[config.mk]
export PLATFORM = sky130hd
export DESIGN_NAME = gray_ext_scheduler
export DESIGN_NICKNAME = d
export VERILOG_FILES = /design/src/rtl/gray_ext_pkg.sv /design/src/rtl/gray_ext_chan_state.sv /design/src/rtl/gray_ext_scheduler.sv
export SDC_FILE = /design/constraint.sdc
export NUM_CORES = 1
export LEC_CHECK = 0
export BUFFER_PORTS_ARGS = -buffer_cell sky130_fd_sc_hd__buf_2
export CAP_MARGIN = 10
export CORE_UTILIZATION = 40
export CTS_BUF_LIST = sky130_fd_sc_hd__clkbuf_8
export CTS_CLUSTER_SIZE = 24
export DETAILED_ROUTE_END_ITERATION = 10
export SLEW_MARGIN = 30
export SYNTH_ARGS = -nofsm -noshare
export SYNTH_HDL_FRONTEND = slang
export SYNTH_SLANG_ARGS = --single-unit
[constraint.sdc]
create_clock -name CLK_24M -period 3.86 [get_ports CLK_24M]
set_input_delay 0.772 -clock CLK_24M [delete_from_list [all_inputs] [get_ports CLK_24M]]
set_output_delay 0.772 -clock CLK_24M [all_outputs]
set_load 0.02 [all_outputs]
[src/rtl/gray_ext_pkg.sv]
// Shared types, default widths and the gray-to-binary helper for the gray extension scheduler.
package gray_ext_pkg;

    localparam int unsigned DEFAULT_GRAY_W = 6;
    localparam int unsigned DEFAULT_EXT_W  = 6;
    localparam int unsigned GRAY_MAX_W     = 32;

    typedef logic [1:0] state_t;

    localparam state_t IDLE = 2'd0;
    localparam state_t SCAN = 2'd1;
    localparam state_t EMIT = 2'd2;

    function automatic int unsigned out_w(input int unsigned gray_w, input int unsigned ext_w);
        return gray_w + ext_w;
    endfunction

    // Zero-extended inputs convert correctly: leading zero gray bits leave lower binary bits as-is.
    function automatic logic [GRAY_MAX_W-1:0] gray2bin(input logic [GRAY_MAX_W-1:0] g);
        logic [GRAY_MAX_W-1:0] b;
        b[GRAY_MAX_W-1] = g[GRAY_MAX_W-1];
        for (int i = GRAY_MAX_W - 2; i >= 0; i--) begin
            b[i] = b[i+1] ^ g[i];
        end
        return b;
    endfunction

endpackage

[src/rtl/gray_ext_chan_state.sv]
// Per-channel history register file: MSB history, extension count, last result and primed flag.
module gray_ext_chan_state
    import gray_ext_pkg::*;
#(
    parameter int unsigned NUM_CH = 4,
    parameter int unsigned EXT_W  = DEFAULT_EXT_W,
    parameter int unsigned OUT_W  = out_w(DEFAULT_GRAY_W, DEFAULT_EXT_W),
    localparam int unsigned PTR_W = $clog2(NUM_CH)
) (
    input  logic             clk,
    input  logic             reset,
    input  logic             wr_en,
    input  logic [PTR_W-1:0] wr_idx,
    input  logic             wr_msb,
    input  logic [EXT_W-1:0] wr_ext,
    input  logic [OUT_W-1:0] wr_bin,
    input  logic [PTR_W-1:0] rd_idx,
    output logic             rd_msb,
    output logic [EXT_W-1:0] rd_ext,
    output logic [OUT_W-1:0] rd_bin,
    output logic             rd_primed
);

    logic             prev_msb_q [NUM_CH];
    logic [EXT_W-1:0] ext_q      [NUM_CH];
    logic [OUT_W-1:0] last_bin_q [NUM_CH];
    logic             primed_q   [NUM_CH];

    always_ff @(posedge clk) begin
        if (reset) begin
            for (int k = 0; k < NUM_CH; k++) begin
                prev_msb_q[k] <= 1'b0;
                ext_q[k]      <= '0;
                last_bin_q[k] <= '0;
                primed_q[k]   <= 1'b0;
            end
        end else if (wr_en) begin
            prev_msb_q[wr_idx] <= wr_msb;
            ext_q[wr_idx]      <= wr_ext;
            last_bin_q[wr_idx] <= wr_bin;
            primed_q[wr_idx]   <= 1'b1;
        end
    end

    assign rd_msb    = prev_msb_q[rd_idx];
    assign rd_ext    = ext_q[rd_idx];
    assign rd_bin    = last_bin_q[rd_idx];
    assign rd_primed = primed_q[rd_idx];

endmodule

[src/rtl/gray_ext_scheduler.sv]
// Time-shares one gray-to-binary/extension datapath across NUM_CH sampled gray counters and
// emits one {extension, binary} result plus delta per enabled channel over a valid/ready port.
module gray_ext_scheduler
    import gray_ext_pkg::*;
#(
    parameter int unsigned NUM_CH = 4,
    parameter int unsigned GRAY_W = DEFAULT_GRAY_W,
    parameter int unsigned EXT_W  = DEFAULT_EXT_W,
    localparam int unsigned OUT_W = out_w(GRAY_W, EXT_W),
    localparam int unsigned PTR_W = $clog2(NUM_CH)
) (
    input  logic                     CLK_24M,
    input  logic                     reset,
    input  logic                     sample_strobe,
    input  logic [NUM_CH*GRAY_W-1:0] gray_in,
    input  logic [NUM_CH-1:0]        ch_enable,
    output logic                     out_valid,
    input  logic                     out_ready,
    output logic [PTR_W-1:0]         out_ch,
    output logic [OUT_W-1:0]         out_bin,
    output logic [OUT_W-1:0]         out_delta,
    output logic                     out_first,
    output logic                     busy,
    output logic                     overrun
);

    state_t                    state_q, state_d;
    logic [PTR_W-1:0]          ptr_q, ptr_d;
    logic [NUM_CH*GRAY_W-1:0]  cap_gray_q, cap_gray_d;
    logic [NUM_CH-1:0]         cap_en_q, cap_en_d;
    logic                      out_valid_q, out_valid_d;
    logic [PTR_W-1:0]          out_ch_q, out_ch_d;
    logic [OUT_W-1:0]          out_bin_q, out_bin_d;
    logic [OUT_W-1:0]          out_delta_q, out_delta_d;
    logic                      out_first_q, out_first_d;
    logic                      overrun_q, overrun_d;

    logic [GRAY_W-1:0]         cur_gray;
    logic [GRAY_W-1:0]         bin_lo;
    logic [EXT_W-1:0]          ext_n;
    logic [OUT_W-1:0]          bin_n;
    logic                      last_ch;
    logic                      commit;

    logic                      rd_msb;
    logic [EXT_W-1:0]          rd_ext;
    logic [OUT_W-1:0]          rd_bin;
    logic                      rd_primed;

    assign cur_gray = cap_gray_q[ptr_q*GRAY_W +: GRAY_W];
    assign bin_lo   = GRAY_W'(gray2bin(GRAY_MAX_W'(cur_gray)));
    // A falling MSB (1 -> 0) since the last committed sample means the counter wrapped.
    assign ext_n    = (rd_msb && !cur_gray[GRAY_W-1]) ? rd_ext + EXT_W'(1) : rd_ext;
    assign bin_n    = {ext_n, bin_lo};
    assign last_ch  = (ptr_q == PTR_W'(NUM_CH - 1));

    gray_ext_chan_state #(
        .NUM_CH (NUM_CH),
        .EXT_W  (EXT_W),
        .OUT_W  (OUT_W)
    ) u_chan_state (
        .clk       (CLK_24M),
        .reset     (reset),
        .wr_en     (commit),
        .wr_idx    (ptr_q),
        .wr_msb    (cur_gray[GRAY_W-1]),
        .wr_ext    (out_bin_q[OUT_W-1:GRAY_W]),
        .wr_bin    (out_bin_q),
        .rd_idx    (ptr_q),
        .rd_msb    (rd_msb),
        .rd_ext    (rd_ext),
        .rd_bin    (rd_bin),
        .rd_primed (rd_primed)
    );

    always_comb begin
        state_d     = state_q;
        ptr_d       = ptr_q;
        cap_gray_d  = cap_gray_q;
        cap_en_d    = cap_en_q;
        out_valid_d = out_valid_q;
        out_ch_d    = out_ch_q;
        out_bin_d   = out_bin_q;
        out_delta_d = out_delta_q;
        out_first_d = out_first_q;
        commit      = 1'b0;
        overrun_d   = sample_strobe && (state_q != IDLE);

        case (state_q)
            IDLE: begin
                if (sample_strobe) begin
                    cap_gray_d = gray_in;
                    cap_en_d   = ch_enable;
                    ptr_d      = '0;
                    state_d    = SCAN;
                end
            end
            SCAN: begin
                if (cap_en_q[ptr_q]) begin
                    out_valid_d = 1'b1;
                    out_ch_d    = ptr_q;
                    out_bin_d   = bin_n;
                    out_delta_d = rd_primed ? bin_n - rd_bin : '0;
                    out_first_d = ~rd_primed;
                    state_d     = EMIT;
                end else if (last_ch) begin
                    state_d = IDLE;
                end else begin
                    ptr_d = ptr_q + PTR_W'(1);
                end
            end
            EMIT: begin
                if (out_ready) begin
                    commit      = 1'b1;
                    out_valid_d = 1'b0;
                    if (last_ch) begin
                        state_d = IDLE;
                    end else begin
                        ptr_d   = ptr_q + PTR_W'(1);
                        state_d = SCAN;
                    end
                end
            end
            default: state_d = IDLE;
        endcase
    end

    always_ff @(posedge CLK_24M) begin
        if (reset) begin
            state_q     <= IDLE;
            ptr_q       <= '0;
            cap_gray_q  <= '0;
            cap_en_q    <= '0;
            out_valid_q <= 1'b0;
            out_ch_q    <= '0;
            out_bin_q   <= '0;
            out_delta_q <= '0;
            out_first_q <= 1'b0;
            overrun_q   <= 1'b0;
        end else begin
            state_q     <= state_d;
            ptr_q       <= ptr_d;
            cap_gray_q  <= cap_gray_d;
            cap_en_q    <= cap_en_d;
            out_valid_q <= out_valid_d;
            out_ch_q    <= out_ch_d;
            out_bin_q   <= out_bin_d;
            out_delta_q <= out_delta_d;
            out_first_q <= out_first_d;
            overrun_q   <= overrun_d;
        end
    end

    assign out_valid = out_valid_q;
    assign out_ch    = out_ch_q;
    assign out_bin   = out_bin_q;
    assign out_delta = out_delta_q;
    assign out_first = out_first_q;
    assign overrun   = overrun_q;
    assign busy      = (state_q != IDLE);

endmodule

# ---- Word level (Yosys, flattened, before mapping)
# Memories as Yosys holds them, arrays and structs flattened. A register that Yosys moved wholly into a read port is not among the register bits.
# Index checks and enable logic that the tools add are counted.
dict set report totals {
  mem_bits_rw 80
  input_bits 32
  latchBits 0
  romBits 0
  memories 4
  regBits 61
  elab_cells 95
}
dict set report op_classes {
  n_eq_ne 8
  div 0
  add_sub_neg 3
  n_bitwise 6
  n_lt_le_gt_ge 1
  mux 45
  n_mul 1
  shifts 1
  n_reduce_logical 16
}
# memory words word_bits rd rd_ports_with_merged_regs wr line_no
set memory_table {}
lappend memory_table {u_chan_state.last_bin_q 4 12 1 1 4 gray_ext_chan_state.sv:26} ;# logic [OUT_W-1:0] last_bin_q [NUM_CH];
lappend memory_table {u_chan_state.ext_q 4 6 1 1 4 gray_ext_chan_state.sv:25} ;# logic [EXT_W-1:0] ext_q [NUM_CH];
lappend memory_table {u_chan_state.prev_msb_q 4 1 1 1 4 gray_ext_chan_state.sv:24} ;# logic prev_msb_q [NUM_CH];
lappend memory_table {u_chan_state.primed_q 4 1 1 1 4 gray_ext_chan_state.sv:27} ;# logic primed_q [NUM_CH];
# operator n
set ops {}
lappend ops {{two-way mux 2 bit} 20}
lappend ops {{two-way mux 12 bit} 2}
lappend ops {{variable part select 24 x 6 -> 6 bit} 1}
lappend ops {{two-way mux 1 bit} 17}
lappend ops {{two-way mux 6 bit} 2}
lappend ops {{one-hot mux 2 bit (3 select lines)} 2}
lappend ops {{OR reduction 12 bit} 1}
lappend ops {{subtractor 12 bit} 1}
lappend ops {{!= test 2 bit (second input constant)} 4}
lappend ops {{adder 6 x 1 -> 6 bit (second input constant)} 1}
lappend ops {{AND reduction 3 bit} 2}
lappend ops {{OR reduction 6 bit} 1}
lappend ops {{XOR 1 bit} 5}
lappend ops {{equality test 2 bit (second input constant)} 2}
lappend ops {{multiplier 2 x 2 -> 4 bit (second input constant)} 1}
lappend ops {{AND reduction 2 bit} 2}
lappend ops {{AND reduction 4 bit} 1}
lappend ops {{nonzero test 2 bit} 2}
lappend ops {{less-than comparator 2 x 3 -> 1 bit (second input constant)} 1}
lappend ops {{!= test 3 bit (second input constant)} 1}
lappend ops {{nonzero test 3 bit} 1}
lappend ops {{adder 2 x 1 -> 2 bit (second input constant)} 1}
lappend ops {{binary-select mux 1 bit (select 2 bit)} 1}
lappend ops {{equality test 2 x 1 -> 1 bit (second input constant)} 1}
lappend ops {{6 further kinds} 8}

# ---- Logic depth before layout (Yosys ltp)
dict set report logic_depth {
  word_depth 9
  depth_mapped 16
  depth_no_buf 15
}

# ---- Cells and area by module
# A second synthesis with hierarchy kept.
dict set report hier_totals {
  hier_cells 577
  hier_area_um2 6643.9
}
# module instances area_each_um2 cells_each seq_area_each_um2
set by_module_without_submodules {}
lappend by_module_without_submodules {gray_ext_chan_state 1 3494.6 203 2402.3}
lappend by_module_without_submodules {gray_ext_scheduler 1 3149.3 374 1221.2}

# ---- Least setup slack after synthesis
# No wires, ideal clock.
dict set report synth_path {
  path_type {register to register}
  from {reg ptr_q[0]}
  to {reg out_delta_q[10] (netlist: out_delta[10])}
  required_time_ns 3.736
  path_buffers 2
  t_arrival_ns 3.623
  slack_ns 0.112
  path_stages_with_launch 17
  period_less_slack_ns 3.748
  cell_sequence {dfxtp_1 > buf_6 > clkbuf_1 > mux4_2 > xnor2_1 > xnor2_1 > xnor2_1 > ha_1 > inv_1 > fa_1 > a21oi_1 > a21boi_0 > o21bai_1 > a221oi_2 > o31ai_1 > xor2_1 > o21ai_0}
}
dict set report synth_via {
  elab_chain_cells 9
  word_cells_on_any_way 15
  classes_between {add/sub (1); mul (1); shift (1); mux (4); bitwise (5); reduce/logical (3)}
}
# item line_no
set synth_rtl {}
lappend synth_rtl {{from (decl)} gray_ext_scheduler.sv:28} ;# logic [PTR_W-1:0] ptr_q, ptr_d;
lappend synth_rtl {{from (signal assigned)} gray_ext_scheduler.sv:142} ;# ptr_q <= ptr_d;
lappend synth_rtl {{multiplier 2 x 2 -> 4 bit (*)} gray_ext_scheduler.sv:50} ;# assign cur_gray = cap_gray_q[ptr_q*GRAY_W +: GRAY_W];
lappend synth_rtl {{variable part select 24 x 6 -> 6 bit (*)} gray_ext_scheduler.sv:50}
lappend synth_rtl {{XOR 1 bit (3 in a row)} gray_ext_pkg.sv:23} ;# b[i] = b[i+1] ^ g[i];
lappend synth_rtl {{XOR 1 bit (*)} gray_ext_pkg.sv:23}
lappend synth_rtl {{named net bin_lo[1]} gray_ext_scheduler.sv:39} ;# logic [GRAY_W-1:0] bin_lo;
lappend synth_rtl {{XOR 1 bit} gray_ext_pkg.sv:23}
lappend synth_rtl {{subtractor 12 bit (*)} gray_ext_scheduler.sv:103} ;# out_delta_d = rd_primed ? bin_n - rd_bin : '0;
lappend synth_rtl {{two-way mux 12 bit (*)} gray_ext_scheduler.sv:103}
lappend synth_rtl {{to (signal assigned)} gray_ext_scheduler.sv:148} ;# out_delta_q <= out_delta_d;
lappend synth_rtl {{to (decl)} gray_ext_scheduler.sv:34} ;# logic [OUT_W-1:0] out_delta_q, out_delta_d;
# Mark *: on every way through the listed nets, which the timed path passes. The rest lies on a longest branch. The select of a mux whose other input is x is not followed.
# A chain may end at the register's enable or synchronous reset.

# ---- Final worst setup path
dict set report layout_path {
  from {reg ptr_q[0]}
  to {reg out_delta_q[11] (netlist: out_delta[11])}
}
# Same word-level chain as after synthesis.

==> results.toml <==
[timing]
max_freq_mhz = 271
worstMarginPinSlew_ns = 0.940
rsz0062_at_grt = "no"
setup_tns_ns = 0
fin_worst_skew_ns = 0.0115
drv_slew = 0
finalHoldViolations = 0
period_needed_ns = 3.69
min_period_over_period = 0.957
finalSetupViolCount = 0
whs_ns = 0.456
slew_headroom = 0.373

[synth]
synth_area_leaders = "edfxtp_1 (30%), dfxtp_1 (23%), mux4_2 (7.3%), nand2_1 (7.1%), a21oi_1 (4.6%)"
syn_area_um2 = 5570
yosys.cell_types.count = 56
async_flop_share = 0
syn_avg_cell_area_um2 = 10.3
synth_fp_nets = 586
synth-seq-cells = 119
yosysTopAreaCell = "edfxtp_1"
synth_cells = 539
synth_edf_count = 56
yosysTopAreaCellShare = 0.302
ys.flop_type = "dfxtp_1"
yosysSeqAreaShare = 0.528
yosys_warnings = 0

[power_and_ir_drop]
power_density_nw_per_um2 = 510
leakagePower_nw = 2.67
vdd_ir_drop_max_uv = 349

[cts]
clk_pin_slew_ns = 0.07
cts_root_buf = "clkbuf_8"
clk_latency_ns = 0.44
cts_hold_buffers = 0
cts_inserted_buffers = 17
cts_tree = "done"
clock_path_buffers = 2
cts.sink_count = 119
htree_num_levels = 4

[floorplanning]
die_area_um2 = 14400
die_h_um = 120
coreArea_um2 = 13400
rows = 42
start_util = 0.416
die_w_um = 120
io_pins = 62

[route]
via_per_inst = 5.05
drc = 0
drt_iter0_markers = 247
wirelength_um = 12700
dr.pass1.iters = 4
vias = 4016
wl_per_cell_um = 16.0
ant_nets = 0

[global_route]
antenna_found_initial = 0
grt_pass1_wl_um = 20500
grt_pass1_vias = 4064
grt_max_degree = 58
grt-ovfl-total = 0
grt_use_total = 0.189

[placed_design]
io_buffers = 61
place_congestion = 0.808
hpwl_um = 8790

[job]
drv_cap = 0

[worst_setup_path]
end_kind = "flop"
crit_path_start_kind = "flop"
critPathKind = "flop to flop"
crit_arrival_ns = 4.06
critPathRequiredTime_ns = 4.23
path_max_fanout = 6

[cells_and_area]
fillers = 1267
final_nets = 653
antenna_cells = 0
final_layout_size_suffix_gt1_frac = 0.234
synthToLayoutAreaGrowth_pct = 16.4

[min_path]
hold_path.class = "flop to flop"

[outcome]
status = "complete, no violations"
cell usage after synthesis (2+ instances only):
master,instances
nand2_1,105
inv_1,33
nor3b_1,2
ha_1,14
dfxtp_1,63
nand3_1,4
nand3b_1,2
or3_1,2
o21bai_1,2
a211oi_1,5
clkbuf_1,20
nand2b_1,4
nor2_1,54
buf_2,2
a22oi_1,2
a31oi_1,2
nor3_1,6
xnor2_1,14
buf_1,3
edfxtp_1,56
nand4_1,2
and2_1,19
xor2_1,3
mux4_2,18
o211ai_1,2
nor2b_1,2
a21o_1,3
or2_2,8
mux4_1,3
a21oi_1,51
o21ai_0,8
final timing paths:
kind / startpoint / end / slack (ns) / cells after the start
min: cap_gray_q[12] / cap_gray_q[12] / 0.46 / 2
min reg2reg: cap_gray_q[12] / cap_gray_q[12] / 0.46 / 2
max reg2reg: ptr_q[0] / out_delta[11] / 0.17 / 14
max: ptr_q[0] / out_delta[11] / 0.17 / 14
sequential cells by signal, summed over array words and instances (netlist names), named ones only:
| name | count |
|---|---|
| overrun | 1 |
| u_chan_state.primed_q | 4 |
| u_chan_state.ext_q | 20 |
| out_bin | 12 |
| u_chan_state.last_bin_q | 28 |
| out_ch | 2 |
| out_first | 1 |
| ptr_q | 2 |
| out_valid | 1 |
| cap_en_q | 4 |
| cap_gray_q | 24 |
| u_chan_state.prev_msb_q | 4 |
| state_q | 2 |
| out_delta | 12 |
area by class of cell:
cell class                      count  area (µm²)  area share
Clock buffer                       22         303      0.0467
Multi-Input combinational cell    360        2400       0.371
Timing Repair Buffer               75         410      0.0633
Sequential cell                   119        2940       0.454
Tap cell                          176         220      0.0340
Inverter                           33         124      0.0191
Clock inverter                     10        78.8      0.0122
stage by stage:
step                      setup WS, ns  power, mW  instance area, µm²  cells   util
after CTS                       0.0801       3.31                6460    794  0.482
after detailed placement        0.0934       2.24                6080    762  0.454
after floorplan                  0.112       2.04                5570    539      -
after global placement           0.205       2.22                6080    762  0.454
after global routing           0.00588       3.48                6480    795  0.484
final                            0.165       3.31                6480    795  0.484
per-layer routing:
| metal | routed length, µm | global-route usage |
|---|---|---|
| met3 | 548 | 0.0490 |
| met2 | 6270 | 0.311 |
| met5 | 0 | 0 |
| met1 | 5650 | 0.236 |
| met4 | 252 | 0.0766 |
report_power, final:
part,switching [mW],internal (mW),total (mW)
Combinational,0.451,0.347,0.798
Sequential,0.0432,1.38,1.43
Clock,0.497,0.585,1.08
Total,0.991,2.32,3.31
cell families (layout without fill, tap and decap cells):
kind of cell | after synthesis | after routing | synth area share
simple gates | 216 | 216 | 0.176
flops | 119 | 119 | 0.528
compound gates | 89 | 89 | 0.0975
buf+inv | 60 | 140 | 0.0429
mux | 21 | 21 | 0.0869
xor+xnor | 18 | 18 | 0.0317
fa+ha+maj | 16 | 16 | 0.0368
placed cells by master, fill, tap and decap left out, types with 18 or more instances in the layout:
cell type,n
a21oi_1,50
and2_1,18
buf_2,61
clkbuf_8,22
dfxtp_1,62
edfxtp_1,56
inv_1,35
mux4_2,18
nand2_1,105
nor2_1,54
timing repair:
item,in CTS,in global routing
gates resized for setup,0,3
endpoints found under the setup margin,0,7
buffers inserted,0,1
worst max-delay path, cell delays in order (launching register included):
cell,delay [ns]
dfxtp_2,0.42
mux4_1,0.59
xnor2_1,0.19
xnor2_1,0.15
xnor2_1,0.12
buf_4,0.14
buf_4,0.14
ha_1,0.29
nor2b_1,0.12
o21ai_0,0.39
a31oi_1,0.20
o211ai_2,0.21
o21ai_2,0.13
a2111o_1,0.42
o211ai_1,0.09
No activity file was read; power rests on OpenSTA's default activity.
